--- src/rtl/bin_cnt_univ.sv ---
// bin_cnt_univ: universal up/down binary counter with load, modulo, one-shot and hold modes.
// Define BIN_CNT_DOWN_EN to let `up` select direction; otherwise the counter only counts up.
module bin_cnt_univ #(
  parameter int WIDTH = 8
) (
  input  logic             clk,
  input  logic             reset,
  input  logic             en,
  input  logic             load,
  input  logic [WIDTH-1:0] d,
  input  logic [WIDTH-1:0] lim,
  input  logic [1:0]       mode,
  input  logic             up,
  output logic [WIDTH-1:0] q,
  output logic             tc,
  output logic             done
);
  logic [WIDTH-1:0] q_q, q_d, inc, dec, lm1;
  logic done_q, done_d, dn, step, zero, oor, stop, wrap;
`ifdef BIN_CNT_DOWN_EN
  assign dn = ~up;
`else
  assign dn = up & 1'b0;
`endif
  assign inc  = q_q + WIDTH'(1);
  assign dec  = q_q - WIDTH'(1);
  assign lm1  = lim - WIDTH'(1);
  assign zero = q_q == '0;
  // lim=0 means a full 2^WIDTH modulus, so nothing is out of range
  assign oor  = (lim != '0) && (q_q >= lim);
  assign stop = dn ? zero : (q_q >= lim);
  assign step = en & ~load & (mode != 2'b11);
  always_comb begin
    q_d    = q_q;
    done_d = done_q;
    wrap   = 1'b0;
    if (load) begin
      q_d    = d;
      done_d = 1'b0;
    end else if (step) begin
      case (mode)
        2'b00: begin
          wrap = dn ? zero : (q_q == '1);
          q_d  = dn ? dec : inc;
        end
        2'b01: begin
          wrap = dn ? zero : (q_q >= lm1);
          q_d  = dn ? ((zero | oor) ? lm1 : dec) : (wrap ? '0 : inc);
        end
        default: begin
          wrap   = ~stop & (dn ? (q_q == WIDTH'(1)) : (inc == lim));
          q_d    = stop ? q_q : (dn ? dec : inc);
          done_d = done_q | stop | wrap;
        end
      endcase
    end
  end
  always_ff @(posedge clk) begin
    if (reset) begin
      q_q    <= '0;
      done_q <= 1'b0;
    end else begin
      q_q    <= q_d;
      done_q <= done_d;
    end
  end
  assign q    = q_q;
  assign done = done_q;
  assign tc   = step & ~reset & wrap;
endmodule

--- config.mk ---
export PLATFORM = sky130hd
export DESIGN_NAME = bin_cnt_univ
export DESIGN_NICKNAME = d
export VERILOG_FILES = /design/src/rtl/bin_cnt_univ.sv
export SDC_FILE = /design/constraint.sdc
export NUM_CORES = 1
export LEC_CHECK = 0
export BUFFER_PORTS_ARGS = -buffer_cell sky130_fd_sc_hd__buf_2
export CORE_MARGIN = 2
export CORE_UTILIZATION = 45
export CTS_BUF_LIST = sky130_fd_sc_hd__clkbuf_8 sky130_fd_sc_hd__clkbuf_16
export DETAILED_ROUTE_END_ITERATION = 6
export HOLD_SLACK_MARGIN = 0.12
export PLACE_DENSITY = 0.7
export SYNTH_ARGS = -nofsm -noshare
export SYNTH_HDL_FRONTEND = slang
export SYNTH_SLANG_ARGS = --single-unit
--- constraint.sdc ---
create_clock -name clk -period 2.75 [get_ports clk]
set_input_delay 0.4125 -clock clk [delete_from_list [all_inputs] [get_ports clk]]
set_output_delay 0.4125 -clock clk [all_outputs]
set_load 0.01 [all_outputs]
==> results.json <==
{
  "gr-usage-met2_pct": 41.9,
  "p_leak_nw": 0.779,
  "rows": 19,
  "cp_top_family": "compound AO/OA/AOI/OAI gates",
  "clk_pin_slew_ns": 0.04,
  "crit_arrival_ns": 2.36,
  "synth.avg_cell_area_um2": 7.54,
  "status": "finished with violations",
  "ir_worst_vdd_uv": 351,
  "synth_area_um2": 1250,
  "met3_usage_pct": 4.15,
  "grt_pass1_vias": 1384,
  "fin_nets": 255,
  "htreeDepth": 1,
  "synth_cells": 166,
  "place_congestion": 0.820,
  "yosys.area.top_type": "ha_1",
  "synth_area_leaders": "ha_1 18%, dfxtp_1 14%, xnor2_1 7.7%",
  "via_per_inst": 6.09,
  "r2r-start": "q[0]$_SDFFE_PP0P_",
  "hold_buffers": 0,
  "crit_chain": "buf_2 -> buf_6 -> nor2_2 -> nand2_1 -> xnor2_1 -> ha_2 -> o21a_1 -> a21oi_4 -> a211oi_2 -> o21a_1 -> o211ai_1 -> o31ai_1 -> buf_2",
  "async_reset_ff_share_pct": 0,
  "die_x_um": 56.8,
  "synth_top_area_share_pct": 18.0,
  "startpoint_type": "input port",
  "ys_ff_latch": 9,
  "crit_buf_inv": 3,
  "die_h_um": 56.8,
  "setup_viol": 1,
  "grt.busiest_layer": "met2",
  "antenna_cells": 0,
  "start_util_pct": 46.2,
  "hpwl_mm": 2.93,
  "fin_ws_ns": -0.0228,
  "grt_max_degree": 15,
  "cts_tree": "yes",
  "final_cell_area_um2": 1710,
  "fin_skew_ns": 0.00107,
  "drive_gt1_share_pct": 35.7,
  "slowest_stage": "ha_2",
  "groute.layer.met1.usage_pct": 30.3,
  "first_pass_iters": 4,
  "dp_slack_ns": -0.160,
  "wirelength_mm": 3.76,
  "yosysWarnings": 0,
  "critPathLaunch": "lim[2]",
  "worstPathRequired_ns": 2.34,
  "floorplan.die_area_um2": 3220,
  "synth_ff_type": "dfxtp_1",
  "grt_overflow": 0,
  "post_drt_wl_per_cell_um": 15.4,
  "worstMarginPinSlew_ns": 0.773,
  "placed_area_um2": 1550,
  "fin_crit_ns": 2.77,
  "clockRootBuffer": "clkbuf_8",
  "clockBufferDepth": 2,
  "critPathKind": "input port to output port",
  "p_per_area_nw_per_um2": 320,
  "final-hold-violation-count": 0,
  "drtIter0Drc": 87,
  "synth.distinct_cells": 47,
  "ios": 33,
  "antenna_found_initial": 0,
  "drc": 0,
  "via_count": 1487,
  "crit_fanout": 6,
  "worstHoldStart": "d[5]",
  "cts.sinks": 9,
  "synth_edf_count": 0,
  "syn_to_final_growth_pct": 36.7,
  "cts_buffers": 3,
  "slew_headroom_pct": 48.2,
  "finalCritPeriodShare_pct": 101,
  "clkLatencyLatePin_ns": 0.23,
  "power_mw": 0.548,
  "max_freq_ghz": 0.361,
  "grt_pass1_wl_mm": 6.18,
  "synth_fp_nets": 207,
  "slew_violations": 0,
  "ys_seq_area_share_pct": 14.4,
  "end_kind": "output port",
  "slowest_delay_ns": 0.30,
  "grt_util_all_layers_pct": 23.8,
  "portBuffers": 31,
  "core_area_um2": 2710,
  "ant_nets": 0,
  "final_util_pct": 63.2,
  "rsz0062_at_grt": "yes",
  "hold_class": "input port to flip-flop",
  "maxCapViolations": 0,
  "violations": "setup timing"
}
## state kept, by name, summed over array words and instances, names as in the netlist
register  cells
q             8
done          1
## worst register-to-register path: stages (launching register included)
cell,delay [ns]
dfxtp_2,0.37
inv_1,0.10
ha_1,0.31
a21boi_0,0.25
o221ai_2,0.18
a31oi_1,0.60
nand2_1,0.13
a311oi_1,0.27
## cell type report
type / count / area [um^2]
timing repair buffer: 47 / 297
clock inverter: 1 / 3.75
multi-input combinational: 138 / 1090
inverter: 15 / 56.3
sequential: 9 / 184
fill: 258 / 998
clock buffer: 3 / 41.3
tap: 31 / 38.8
## final timing paths
kind	endpoint	slack, ns	cells after the start
hold reg to reg	q[0]$_SDFFE_PP0P_	0.53	2
hold / removal	q[5]$_SDFFE_PP0P_	0.39	3
setup / recovery	tc	-0.02	13
setup reg to reg	q[0]$_SDFFE_PP0P_	0.45	7
## metal layers
metal | vias to the layer above | share of wire [%]
met5 | - | 0
met1 | 697 | 44
met4 | 0 | 1.5
met2 | 60 | 49
li1 | 722 | -
met3 | 8 | 5.5
## metrics by stage
stage | std cells | setup TNS [ns] | hold slack [ns]
2_1_floorplan | 166 | 0 | 0.526
6_report | 244 | -0.0228 | 0.391
5_1_grt | 244 | -0.0922 | 0.413
4_1_cts | 243 | 0 | 0.390
3_3_place_gp | 240 | -0.0762 | 0.526
3_5_place_dp | 240 | -0.160 | 0.546
## power breakdown
group / switching, mW / internal (mW) / total (mW)
logic: 0.123 / 0.114 / 0.236
registers: 0.0205 / 0.141 / 0.162
clock network: 0.0525 / 0.0972 / 0.150
total: 0.196 / 0.352 / 0.548
## cell families (layout without fill, tap and decap cells)
logic type / after synthesis / in the layout / share of synthesized area (%)
AOI/OAI and AO/OA: 42 / 42 / 23.7
buffers and inverters: 19 / 66 / 5.89
adders and majority gates: 18 / 18 / 18.0
DFF: 9 / 9 / 14.4
and+or+nand+nor: 63 / 63 / 27.0
xor gates and xnor gates: 15 / 15 / 11.1
## timing repair
item                                    CTS  global route
pin swaps                                 3            14
endpoints found under the setup margin    1             1
gates resized for setup                  15            15
setup buffers                             0             1
hold endpoints to repair                  0             0
## layout by cell type (no fill, tap or decap), types with 3 or more instances in the layout
master / n
ha_1: 15
xnor2_1: 10
buf_2: 27
dfxtp_2: 3
xor2_1: 3
o21ai_0: 4
clkbuf_8: 3
nand2_1: 13
nor3_1: 7
nor2_1: 7
buf_4: 17
buf_6: 3
inv_1: 13
nand3_1: 10
and2b_1: 3
dfxtp_1: 6
nand4_1: 3
a21oi_1: 6
a32oi_1: 5
## Yosys cell counts (2+ instances only)
cell and count:
ha_1 18, dfxtp_1 9, nand4_1 3, nor4_1 2, o41ai_1 2, or3_1 2
and3_1 2, xor2_1 3, a32oi_1 5, o211ai_1 2, nor2b_1 2, a21oi_1 8
and2b_1 3, clkbuf_1 2, o21ai_0 4, xnor2_1 11, a211oi_1 2, inv_1 14
nor2_1 9, o31ai_1 2, a31oi_1 2, o21a_1 2, a22oi_1 2, nand2_1 13
nor3_1 8, o22ai_1 2, nand3_1 11, buf_2 2
(Power assumes the default switching activity.)
